### src/rtl/pipeline_ctrl.sv
// pipeline_ctrl: central sequencer for the 5-stage rv32i_core pipeline.
// Produces per-stage enables and flushes from load-use hazards, taken branches
// and memory wait states. It also owns debug run/halt/single-step control and
// keeps saturating stall and flush cycle counters.
module pipeline_ctrl #(
  parameter int CNT_W         = 32,
  parameter bit HALT_ON_RESET = 1'b0
) (
  input  logic             clk,
  input  logic             reset_n,
  input  logic             halt,
  input  logic             step,
  input  logic [4:0]       id_rs1,
  input  logic [4:0]       id_rs2,
  input  logic             id_use_rs1,
  input  logic             id_use_rs2,
  input  logic [4:0]       ex_rd,
  input  logic             ex_mem_read,
  input  logic             ex_branch_taken,
  input  logic             mem_busy,
  output logic             pc_en,
  output logic             if_id_en,
  output logic             id_ex_en,
  output logic             ex_mem_en,
  output logic             mem_wb_en,
  output logic             if_id_flush,
  output logic             id_ex_flush,
  output logic             pc_sel_branch,
  output logic             halted,
  output logic             step_done,
  output logic [CNT_W-1:0] stall_cnt,
  output logic [CNT_W-1:0] flush_cnt
);

  typedef enum logic [1:0] {
    ST_RUN    = 2'b00,
    ST_HALTED = 2'b01,
    ST_STEP   = 2'b10
  } state_t;

  localparam state_t          RESET_STATE = (HALT_ON_RESET != 1'b0) ? ST_HALTED : ST_RUN;
  localparam logic [CNT_W-1:0] CNT_MAX    = {CNT_W{1'b1}};
  localparam logic [CNT_W-1:0] CNT_ONE    = {{(CNT_W-1){1'b0}}, 1'b1};

  state_t           state_q, state_d;
  logic             step_prev_q, step_prev_d;
  logic             halted_q, halted_d;
  logic             step_done_q, step_done_d;
  logic [CNT_W-1:0] stall_cnt_q, stall_cnt_d;
  logic [CNT_W-1:0] flush_cnt_q, flush_cnt_d;

  logic             active_s;
  logic             load_use_s;
  logic             step_rise_s;

  // Hazard detection: a load into a nonzero register that ID is about to read.
  always_comb begin
    active_s    = (state_q == ST_RUN) || (state_q == ST_STEP);
    step_rise_s = step && !step_prev_q;
    load_use_s  = ex_mem_read && (ex_rd != 5'd0) &&
                  ((id_use_rs1 && (id_rs1 == ex_rd)) ||
                   (id_use_rs2 && (id_rs2 == ex_rd)));
  end

  // Stage enables and flushes; memory wait beats branch, branch beats load-use.
  always_comb begin
    pc_en         = 1'b0;
    if_id_en      = 1'b0;
    id_ex_en      = 1'b0;
    ex_mem_en     = 1'b0;
    mem_wb_en     = 1'b0;
    if_id_flush   = 1'b0;
    id_ex_flush   = 1'b0;
    pc_sel_branch = 1'b0;
    if (!active_s) begin
      pc_en = 1'b0;
    end else if (mem_busy) begin
      pc_en = 1'b0;
    end else if (ex_branch_taken) begin
      // The ID instruction is on the wrong path, so any load-use stall is moot.
      pc_en         = 1'b1;
      if_id_en      = 1'b1;
      id_ex_en      = 1'b1;
      ex_mem_en     = 1'b1;
      mem_wb_en     = 1'b1;
      if_id_flush   = 1'b1;
      id_ex_flush   = 1'b1;
      pc_sel_branch = 1'b1;
    end else if (load_use_s) begin
      // Hold PC and IF/ID; ID/EX captures a bubble while the load moves on.
      id_ex_en    = 1'b1;
      ex_mem_en   = 1'b1;
      mem_wb_en   = 1'b1;
      id_ex_flush = 1'b1;
    end else begin
      pc_en     = 1'b1;
      if_id_en  = 1'b1;
      id_ex_en  = 1'b1;
      ex_mem_en = 1'b1;
      mem_wb_en = 1'b1;
    end
  end

  // Debug FSM next state; a halt or step completion waits for memory to settle.
  always_comb begin
    state_d     = state_q;
    step_done_d = 1'b0;
    step_prev_d = step;
    case (state_q)
      ST_RUN: begin
        if (halt && !mem_busy) begin
          state_d = ST_HALTED;
        end else begin
          state_d = ST_RUN;
        end
      end
      ST_HALTED: begin
        if (!halt) begin
          state_d = ST_RUN;
        end else if (step_rise_s) begin
          state_d = ST_STEP;
        end else begin
          state_d = ST_HALTED;
        end
      end
      ST_STEP: begin
        if (!mem_busy) begin
          state_d     = ST_HALTED;
          step_done_d = 1'b1;
        end else begin
          state_d = ST_STEP;
        end
      end
      default: begin
        state_d = RESET_STATE;
      end
    endcase
    halted_d = (state_d == ST_HALTED);
  end

  // Saturating performance counters; frozen while halted.
  always_comb begin
    stall_cnt_d = stall_cnt_q;
    flush_cnt_d = flush_cnt_q;
    if (active_s && !pc_en && (stall_cnt_q != CNT_MAX)) begin
      stall_cnt_d = stall_cnt_q + CNT_ONE;
    end else begin
      stall_cnt_d = stall_cnt_q;
    end
    if (if_id_flush && (flush_cnt_q != CNT_MAX)) begin
      flush_cnt_d = flush_cnt_q + CNT_ONE;
    end else begin
      flush_cnt_d = flush_cnt_q;
    end
  end

  // State, status and counter registers.
  always_ff @(posedge clk or negedge reset_n) begin
    if (!reset_n) begin
      state_q     <= RESET_STATE;
      step_prev_q <= 1'b0;
      halted_q    <= (RESET_STATE == ST_HALTED);
      step_done_q <= 1'b0;
      stall_cnt_q <= {CNT_W{1'b0}};
      flush_cnt_q <= {CNT_W{1'b0}};
    end else begin
      state_q     <= state_d;
      step_prev_q <= step_prev_d;
      halted_q    <= halted_d;
      step_done_q <= step_done_d;
      stall_cnt_q <= stall_cnt_d;
      flush_cnt_q <= flush_cnt_d;
    end
  end

  assign halted    = halted_q;
  assign step_done = step_done_q;
  assign stall_cnt = stall_cnt_q;
  assign flush_cnt = flush_cnt_q;

endmodule

### config.mk
export PLATFORM = sky130hd
export DESIGN_NAME = pipeline_ctrl
export DESIGN_NICKNAME = d
export VERILOG_FILES = /design/src/rtl/pipeline_ctrl.sv
export SDC_FILE = /design/constraint.sdc
export NUM_CORES = 1
export LEC_CHECK = 0
export BUFFER_PORTS_ARGS = -buffer_cell sky130_fd_sc_hd__buf_2
export CORE_ASPECT_RATIO = 1.5
export CORE_MARGIN = 2
export CORE_UTILIZATION = 53
export CTS_CLUSTER_SIZE = 24
export DETAILED_ROUTE_END_ITERATION = 8
export HOLD_SLACK_MARGIN = 0.05
export PLACE_DENSITY = 0.81
export SLEW_MARGIN = 0
export SYNTH_ARGS = -nofsm -noshare
export SYNTH_HDL_FRONTEND = slang
export SYNTH_SLANG_ARGS = --single-unit
### constraint.sdc
create_clock -name clk -period 2.65 [get_ports clk]
set_clock_uncertainty 0.05 [all_clocks]
set_input_delay 0.265 -clock clk [delete_from_list [all_inputs] [get_ports clk]]
set_output_delay 0.265 -clock clk [all_outputs]
set_load 0.005 [all_outputs]
### Word level (Yosys, flattened, before mapping)

Cells that the tools add are included.

* register bits: 69
* input port bits: 24
* output and inout bits: 74
* logic and storage cells: 50

* $add $sub $neg: 2
* equal/unequal tests: 7
* mux-type cells: 19
* reduce and logical (&&, ||, !) cells: 16

Operators by type and width (count)
* adder 32 x 1 -> 32 bit (second input constant): 2
* != test 32 bit (second input constant): 2
* two-way mux 1 bit: 15
* equality test 5 bit: 2
* logical AND 1 bit: 9
* two-way mux 2 bit: 3
* one-hot mux 2 bit (3 select lines): 1
* nonzero test 5 bit: 1
* equality test 2 x 1 -> 1 bit (second input constant): 2
* logical NOT 1 bit: 3
* equality test 2 bit (second input constant): 1
* logical NOT 2 bit: 1
* logical OR 1 bit: 2

### Longest topological paths before layout

Gate-level depths: netlist of run 1.

* word-level depth: 11
* depth in mapped cells: 8

### Worst setup path after synthesis of run 1

No wires, ideal clock.

* path kind: reg-to-reg
* from: register stall_cnt_q[0] (netlist: stall_cnt[0])
* to: register stall_cnt_q[7] (netlist: stall_cnt[7])
* setup time: 0.138 ns
* arrival time: 1.766 ns
* path slack: 0.696 ns
* cell stages (with the launch flop): 9
* period minus slack after synthesis: 1.954 ns
* cell sequence: dfrtp_1 ha_1 nand3_1 nor4_2 and4_1 buf_4 buf_4 nor4_1 xor2_1

* longest elaborated chain between the ends: 2
* elaborated cells between the ends (all ways): 3

Ends and longest elaborated chain
* start: declaration: RTL line 49 `logic [CNT_W-1:0] stall_cnt_q, stall_cnt_d;`
* start signal: assignment: RTL line 164 `stall_cnt_q <= {CNT_W{1'b0}};`
* start signal: assignment: RTL line 171 `stall_cnt_q <= stall_cnt_d;`
* branches (longest 2 deep; another with adder 32 x 1 -> 32 bit)

Several ways; the timed one is not identified.
A chain may end at the register's enable or synchronous reset.

### Worst setup path in the final report of run 1

* from: register state_q[0]
* to: register flush_cnt_q[30] (netlist: flush_cnt[30])

* longest elaborated chain between the ends: 4
* elaborated cells between the ends (all ways): 5

Ends and longest elaborated chain
* start: declaration: RTL line 45 `state_t state_q, state_d;`
* start signal: assignment: RTL line 167 `state_q <= state_d;`
* equality test 2 bit / logical NOT 2 bit (equally long branches): RTL line 58 `active_s = (state_q == ST_RUN) || (state_q == ST_STEP);`
* logical OR 1 bit (*): RTL line 58
* two-way mux 1 bit (*): RTL line 75 `if (!active_s) begin`
* logical AND 1 bit (*): RTL line 150 `if (if_id_flush && (flush_cnt_q != CNT_MAX)) begin`
* end signal: assignment: RTL line 165 `flush_cnt_q <= {CNT_W{1'b0}};`
* end signal: assignment: RTL line 172 `flush_cnt_q <= flush_cnt_d;`
* end: declaration: RTL line 50 `logic [CNT_W-1:0] flush_cnt_q, flush_cnt_d;`

Mark *: on every way between the ends. The rest lies on a longest branch, timed or not.

==> impl_metrics.json, run 1 <==
{
  "postCtsSetupRepairBufs": 0,
  "total_power_mw": 2.57,
  "cts_buffer_depth": 2,
  "yosysWarnings": 0,
  "synth_fp_nets": 373,
  "p_int_mw": 1.79,
  "worstPathArrival_ns": 2.39,
  "h-tree-depth": 3,
  "switchingPower_mw": 0.772,
  "whs_ns": 0.143,
  "status": "completed",
  "core_um2": 6530,
  "setup_viol_count_final": 0,
  "cts_made_buffers": 9,
  "synthArstFlopShare": 1.00,
  "synth_edf_count": 0,
  "fin_cells": 531,
  "grt_max_degree": 50,
  "synth_commonest_cells": "dfrtp_1 (69), xor2_1 (42), nand2_1 (40)",
  "grt_pass1_wl_um": 14000,
  "cts.reportedPaths.clkPinSlew_ns": 0.07,
  "comb_power_share": 0.182,
  "n_antenna_cell": 0,
  "endpoint_kind": "register",
  "syn-cell-area_um2": 3600,
  "die_w_um": 71.3,
  "required_ns": 2.83,
  "port_buffers": 97,
  "vdd_drop_max_uv": 422,
  "critPathLaunchType": "register",
  "antenna_found_initial": 0,
  "wl_per_cell_um": 16.1,
  "power_density_nw_per_um2": 589,
  "viasPerCell": 5.74,
  "gp_congestion": 1.01,
  "ant_nets": 0,
  "cts_tree": "done",
  "synth.most_common_cell": "dfrtp_1",
  "ys_seq_elements": 69,
  "pwr-share-clk": 0.291,
  "ys_seq_area_frac": 0.479,
  "synth_cells": 347,
  "worst_pin_slew_ns": 0.521,
  "finalCritPeriodShare": 0.836,
  "hold_viol": 0,
  "min_path_type": "input port to register",
  "area_growth_syn_to_layout_pct": 20.9,
  "path_max_fanout": 8,
  "yosys.area.top_type_share": 0.479,
  "synth.avg_cell_area_um2": 10.4,
  "p_sw_frac": 0.301,
  "fin_nets": 478,
  "drive_gt1_frac": 0.292,
  "first_pass_iters": 4,
  "die_y_um": 105,
  "grt_pass1_vias": 3042,
  "layout_min_cycle_time_ns": 2.22,
  "num_rows": 36,
  "drc": 0,
  "initial_core_util": 0.551,
  "drt_wl_total_um": 8540,
  "drt_iter0_drc": 162,
  "clockRootBuffer": "clkbuf_8",
  "dieArea_um2": 7480,
  "ys.flop_type": "dfrtp_1",
  "relSlewSlack": 0.653,
  "grtUsageTotal": 0.234,
  "ys_types": 43,
  "io_pins": 98,
  "cts_num_sinks": 69,
  "vias": 3048,
  "yosys.area.top_type": "dfrtp_1",
  "ys_top_cells_by_area": "dfrtp_1 (48%), xor2_1 (10%), xnor2_1 (6.8%)",
  "max_freq_mhz": 451,
  "finalMaxSlewViolations": 0,
  "path_class": "register to register",
  "dp.cells": 515,
  "power.leakage_nw": 2.06,
  "insertion_delay_ns": 0.34,
  "fin_setup_tns_ns": 0,
  "seqPwrFrac": 0.527,
  "cap_violations": 0,
  "place_hpwl_um": 6330,
  "rsz0062_at_grt": "no",
  "overflow": 0,
  "fillers": 524
}
[state kept, by name (all words and copies together), names as in the netlist]
| name | cells |
|---|---|
| state_q | 2 |
| halted | 1 |
| flush_cnt | 32 |
| stall_cnt | 32 |
| step_done | 1 |
| step_prev_q | 1 |
[worst max-delay path, stage by stage (launching register included)]
cell and delay (ns):
dfrtp_1 0.44, nor2_4 0.23, nand2_2 0.14, inv_2 0.13, nand4_1 0.22, a311o_1 0.41, nor2b_1 0.22, nand3_1 0.12
xnor2_1 0.13
[per-layer routing]
metal / part of all wire / GRT usage / vias up
met5: 0 / 0 / -
li1: - / - / 1441
met4: 0.034 / 0.109 / 0
met1: 0.37 / 0.255 / 1473
met3: 0.050 / 0.0579 / 32
met2: 0.54 / 0.414 / 102
[final timing paths]
| kind | cells after the start | endpoint | startpoint | slack [ns] |
|---|---|---|---|---|
| max | 8 | flush_cnt[30] | state_q[0] | 0.43 |
| min | 3 | state_q[1] | halt | 0.14 |
| max reg2reg | 8 | flush_cnt[30] | state_q[0] | 0.43 |
| min reg2reg | 1 | stall_cnt[30] | stall_cnt[30] | 0.44 |
| max in group asynchronous | 3 | flush_cnt[30] | reset_n | 1.58 |
| min in group asynchronous | 2 | stall_cnt[22] | reset_n | 0.35 |
[power by group through the flow]
| stage | sequential [mW] | clock [mW] | combinational, mW |
|---|---|---|---|
| floorplan | 1.35 | 0 | 0.232 |
| global placement | 1.36 | 0 | 0.456 |
| detailed placement | 1.37 | 0 | 0.470 |
| CTS | 1.35 | 0.764 | 0.477 |
| global route | 1.38 | 0.805 | 0.526 |
| finish | 1.35 | 0.746 | 0.467 |
[layout by cell type, fill, tap and decap left out, types with 3 or more instances in the layout]
master,Yosys,routed
buf_2,0,97
dfrtp_1,69,69
xor2_1,42,42
nand2_1,40,40
nand3_1,28,28
xnor2_1,28,28
nand4_1,19,19
nor3_1,18,18
nor2_1,17,17
nor4_1,12,12
clkbuf_8,0,11
and3_1,7,7
and4_1,5,5
o21ai_0,4,4
and2_1,3,3
nor2b_1,3,3
nor3_2,3,3
or3_1,3,3
buf_4,10,3
[stage by stage]
step | area (µm²) | setup WS, ns | util
finish | 4350 | 0.433 | 0.667
global route | 4350 | 0.320 | 0.667
CTS | 4350 | 0.440 | 0.667
detailed placement | 4170 | 0.450 | 0.638
global placement | 4170 | 0.486 | 0.638
floorplan | 3600 | 0.696 | -
[what timing repair did]
item / CTS / global route
setup endpoints to repair: 0 / 0
resized for setup: 0 / 0
hold endpoints to repair: 21 / 0
hold buffers: 2 / 0
[area by class of cell]
type	instances	area [µm²]	area share
multi-input cells	265	1790	0.411
flip-flops and latches	69	1730	0.397
repair buffers	104	568	0.130
clock buffers	12	155	0.0356
well taps	76	95.1	0.0218
inverters	3	11.3	0.00259
clock inverters	2	10.0	0.00230
[cell families after synthesis]
group                      after synthesis  share of synthesized area
muxes                                    1                    0.00313
adders and majority gates                2                    0.00695
buffers and inverters                   13                     0.0240
AOI/OAI and AO/OA                       14                     0.0316
and+or+nand+nor                        178                      0.285
xor gates and xnor gates                70                      0.170
DFF                                     69                      0.480
No activity file was read; power rests on OpenSTA's default activity.
==> run 2, diff against run 1 <==
CORE_UTILIZATION = 48   (was 53)
PLACE_DENSITY = 0.77   (was 0.81)
clock period = 1.8 ns   (was 2.65 ns; I/O delays follow)
==> impl_metrics.json, run 2 (synthesis results as in run 1) <==
{
  "num_rows": 38,
  "final_cell_mix": "buf_4 (130), buf_2 (97), dfrtp_1 (68)",
  "fillers": 371,
  "reg2reg_from": "flush_cnt[29]",
  "place_hpwl_um": 7630,
  "overflow": 0,
  "insertion_delay_ns": 0.35,
  "hold_viol": 0,
  "fin_nets": 624,
  "grtUsageTotal": 0.291,
  "grt_pass1_vias": 3846,
  "area_growth_syn_to_layout_pct": 72.6,
  "clockRootBuffer": "clkbuf_8",
  "min_path_type": "input port to register",
  "required_ns": 2.02,
  "r2r_cells": 8,
  "fin_setup_tns_ns": -6.21,
  "endpoint_kind": "register",
  "seqPwrFrac": 0.401,
  "drt_wl_total_um": 13200,
  "critPathLaunchType": "register",
  "max_freq_mhz": 498,
  "drc": 0,
  "first_pass_iters": 5,
  "cts_made_buffers": 9,
  "cts_num_sinks": 69,
  "fin_ws_ns": -0.209,
  "vias": 3887,
  "grt_pass1_wl_um": 18100,
  "reg2reg_slack_ns": -0.21,
  "drt_iter0_drc": 227,
  "setup_viol_count_final": 59,
  "finalCritPeriodShare": 1.12,
  "critical_path.reg2reg.endpoint": "flush_cnt[3]",
  "cpPeakStageDelay_ns": 0.46,
  "initial_core_util": 0.495,
  "wl_met3_um": 598,
  "relSlewSlack": 0.752,
  "worstPathArrival_ns": 2.23,
  "routed-wl-met2_um": 7510,
  "cpMaxStageDelayCell": "or4_4",
  "cts_tree": "done",
  "path_cells": "nand4_1 > or4_4 > buf_6 > nor4_4 > buf_4 > nor2_2 > nand4_1 > xnor2_1",
  "layout_min_cycle_time_ns": 2.01,
  "rsz0062_at_grt": "yes",
  "p_sw_frac": 0.329,
  "cts.reportedPaths.clkPinSlew_ns": 0.08,
  "cap_violations": 0,
  "crit_cells": 8,
  "final_util": 0.854,
  "drive_gt1_frac": 0.600,
  "core_um2": 7270,
  "die_y_um": 110,
  "finalMaxSlewViolations": 0,
  "cts_buffer_depth": 2,
  "antenna_found_initial": 0,
  "pwr-share-clk": 0.276,
  "dp_slack_ns": -0.240,
  "critPathTopFamily": "simple AND/OR/NAND/NOR gates",
  "status": "finished with violations",
  "comb_power_share": 0.324,
  "n_antenna_cell": 0,
  "vdd_drop_max_uv": 605,
  "worstSetupStartpoint": "flush_cnt[29]",
  "gp_congestion": 0.817,
  "path_buf_inv": 2,
  "p_int_mw": 3.22,
  "crit_top_cell": "nand4_1",
  "wl_per_cell_um": 18.8,
  "viasPerCell": 5.53,
  "ant_nets": 0,
  "violations": "setup timing",
  "die_w_um": 74.7,
  "placed_area_um2": 5150,
  "power_density_nw_per_um2": 773,
  "final_common_cell": "buf_4",
  "met1Wirelength_um": 4620,
  "fin_cells": 703,
  "switchingPower_mw": 1.58,
  "dp.cells": 656,
  "crit_path_end": "flush_cnt[3]",
  "grt_max_degree": 70,
  "power.leakage_nw": 2.99,
  "highest_layer": "met4",
  "path_class": "register to register",
  "dieArea_um2": 8230,
  "fin_area_um2": 6210,
  "h-tree-depth": 3,
  "worst_pin_slew_ns": 0.373,
  "port_buffers": 97,
  "io_pins": 98,
  "path_max_fanout": 3
}
run 2: changes by cell type in the layout (fill, tap and decap cells not counted), sizes merged:
cell,before,now
dlygate4sd3,2,3
buf,102,246
clkbuf,12,11
clkinv,2,5
bufinv,0,1
run 2: how the worst min path moves through the flow:
stage | startpoint | to | slack [ns] | cells past startpoint
2_1_floorplan | reset_n | flush_cnt[0] | -0.17 | 0
3_3_place_gp | reset_n | stall_cnt[3] | 0.18 | 2
3_5_place_dp | reset_n | stall_cnt[3] | 0.18 | 2
4_1_cts | mem_busy | state_q[1] | 0.17 | 4
5_1_grt | mem_busy | state_q[1] | 0.22 | 4
6_report | mem_busy | state_q[1] | 0.20 | 4
run 2: cell type report:
class	instances	area, µm²	share of cell area
clock buffer	10	138	0.0222
clock inverter	6	62.6	0.0101
inverter	3	11.3	0.00181
multi-input combinational	265	2380	0.383
sequential	69	1730	0.278
tap	100	125	0.0201
timing repair buffer	250	1770	0.285
run 2: power by group through the flow:
stage	Combinational [mW]	Clock, mW	Sequential, mW
after floorplan	0.370	0	2.00
after global placement	1.18	0	1.87
after detailed placement	1.23	0	1.90
after CTS	1.38	1.33	1.90
after global routing	1.67	1.40	1.94
final	1.55	1.32	1.93
run 2: worst register-to-register path, stage by stage, from the launching register on:
cell     delay [ns]
dfrtp_1        0.36
nand4_1        0.16
or4_4          0.46
buf_6          0.14
nor4_4         0.30
buf_4          0.18
nor2_2         0.05
nand4_1        0.11
xnor2_1        0.12
run 2: layer usage:
metal	vias to the layer above	GRT usage
li1	1732	-
met1	1952	0.311
met2	155	0.551
met3	48	0.0518
met4	0	0.111
met5	-	0
run 2: stage by stage:
| step | power (mW) | hold slack [ns] |
|---|---|---|
| after detailed placement | 3.13 | 0.184 |
| after CTS | 4.61 | 0.174 |
| after global routing | 5.01 | 0.218 |
| after global placement | 3.05 | 0.182 |
| after floorplan | 2.37 | -0.166 |
| final | 4.81 | 0.201 |
run 2: repair_timing:
item,CTS,global route
gates resized for setup,47,75
pin swaps,25,42
endpoints found under the hold margin,71,0
cloned,0,1
endpoints found under the setup margin,60,64
setup buffers,18,12
hold buffers,3,0
==> run 3, diff against run 2 <==
PLACE_DENSITY = 0.81   (was 0.77)
==> impl_metrics.json, run 3 (synthesis results as in run 1) <==
{
  "vdd_drop_max_uv": 634,
  "cts_num_sinks": 69,
  "drt_iter0_drc": 260,
  "place_hpwl_um": 7460,
  "area_growth_syn_to_layout_pct": 69.0,
  "power_density_nw_per_um2": 793,
  "finalMaxSlewViolations": 0,
  "fin_area_um2": 6080,
  "dp_slack_ns": -0.256,
  "core_um2": 7270,
  "fin_cells": 690,
  "finalCritPeriodShare": 1.09,
  "final_common_cell": "buf_4",
  "violations": "setup timing",
  "endpoint_kind": "register",
  "worst_pin_slew_ns": 0.379,
  "ant_nets": 0,
  "viasPerCell": 5.50,
  "cts_tree": "done",
  "grt_pass1_wl_um": 17700,
  "path_class": "register to register",
  "cts_buffer_depth": 2,
  "die_y_um": 110,
  "clockRootBuffer": "clkbuf_8",
  "hold_viol": 0,
  "fillers": 383,
  "h-tree-depth": 3,
  "max_freq_mhz": 510,
  "die_w_um": 74.7,
  "drt_wl_total_um": 12300,
  "critPathLaunchType": "register",
  "final_cell_mix": "buf_4 (121), buf_2 (97), dfrtp_1 (68)",
  "insertion_delay_ns": 0.35,
  "min_path_type": "input port to register",
  "num_rows": 38,
  "total_power_mw": 4.83,
  "path_max_fanout": 5,
  "cts_made_buffers": 9,
  "dieArea_um2": 8230,
  "drc": 0,
  "io_pins": 98,
  "layout_min_cycle_time_ns": 1.96,
  "whs_ns": 0.214,
  "grt_pass1_vias": 3850,
  "fin_setup_tns_ns": -4.73,
  "antenna_found_initial": 0,
  "wl_per_cell_um": 17.9,
  "drive_gt1_frac": 0.569,
  "status": "finished with violations",
  "power.leakage_nw": 2.90,
  "n_antenna_cell": 0,
  "gp_congestion": 0.860,
  "vias": 3794,
  "port_buffers": 97,
  "setup_viol_count_final": 53,
  "worstPathArrival_ns": 2.14,
  "cap_violations": 0,
  "fin_nets": 611,
  "grt_max_degree": 70,
  "overflow": 0,
  "required_ns": 1.98,
  "relSlewSlack": 0.747,
  "rsz0062_at_grt": "yes",
  "initial_core_util": 0.495,
  "final_util": 0.836,
  "first_pass_iters": 5,
  "fin_ws_ns": -0.159,
  "dp.cells": 643,
  "placed_area_um2": 5050,
  "cts.reportedPaths.clkPinSlew_ns": 0.07,
  "grtUsageTotal": 0.281
}
[run 3: final cells by class]
type	count	area, µm²	share of cell area
Inverter	3	11.3	0.00185
Clock buffer	13	179	0.0294
Sequential cell	69	1730	0.284
Tap cell	100	125	0.0206
Timing Repair Buffer	237	1670	0.275
Multi-Input combinational cell	265	2300	0.378
Clock inverter	3	65.1	0.0107
[run 3: layer usage]
| metal | track usage | routed length (µm) | vias up |
|---|---|---|---|
| met3 | 0.0591 | 559 | 31 |
| met4 | 0.133 | 279 | 0 |
| met1 | 0.293 | 4650 | 1906 |
| li1 | - | - | 1707 |
| met2 | 0.523 | 6850 | 150 |
| met5 | 0 | 0 | - |
[run 3: where the power goes]
part           leakage [nW]  total (mW)  internal [mW]  switching, mW
registers             0.878        1.92           1.74          0.181
logic                  1.90        1.39          0.717          0.678
clock network         0.126        1.51          0.930          0.581
[run 3: worst max-delay path: stages, from the launching register on]
cell and delay, ns:
dfrtp_1 0.40, nand4_1 0.19, nor4_4 0.36, and4_4 0.37, buf_12 0.15, nor2_4 0.04, mux2_4 0.29
[run 3: final timing paths]
path	startpoint	end	slack, ns	depth (start not counted)
worst min register to register	stall_cnt[31]	stall_cnt[31]	0.50	1
worst min-delay path	mem_busy	flush_cnt[1]	0.21	6
max in group asynchronous	reset_n	state_q[0]	1.04	3
worst max register to register	stall_cnt[18]	stall_cnt[1]	-0.16	6
min in group asynchronous	reset_n	stall_cnt[30]	0.35	3
worst max-delay path	stall_cnt[18]	stall_cnt[1]	-0.16	6
[run 3: timing repair]
| item | in CTS | in global routing |
|---|---|---|
| pin swaps | 15 | 59 |
| hold buffers | 3 | 0 |
| hold endpoints to repair | 71 | 0 |
| gates resized for setup | 35 | 65 |
| endpoints found under the setup margin | 58 | 65 |
| buffers inserted | 12 | 16 |
| gates cloned | 1 | 1 |
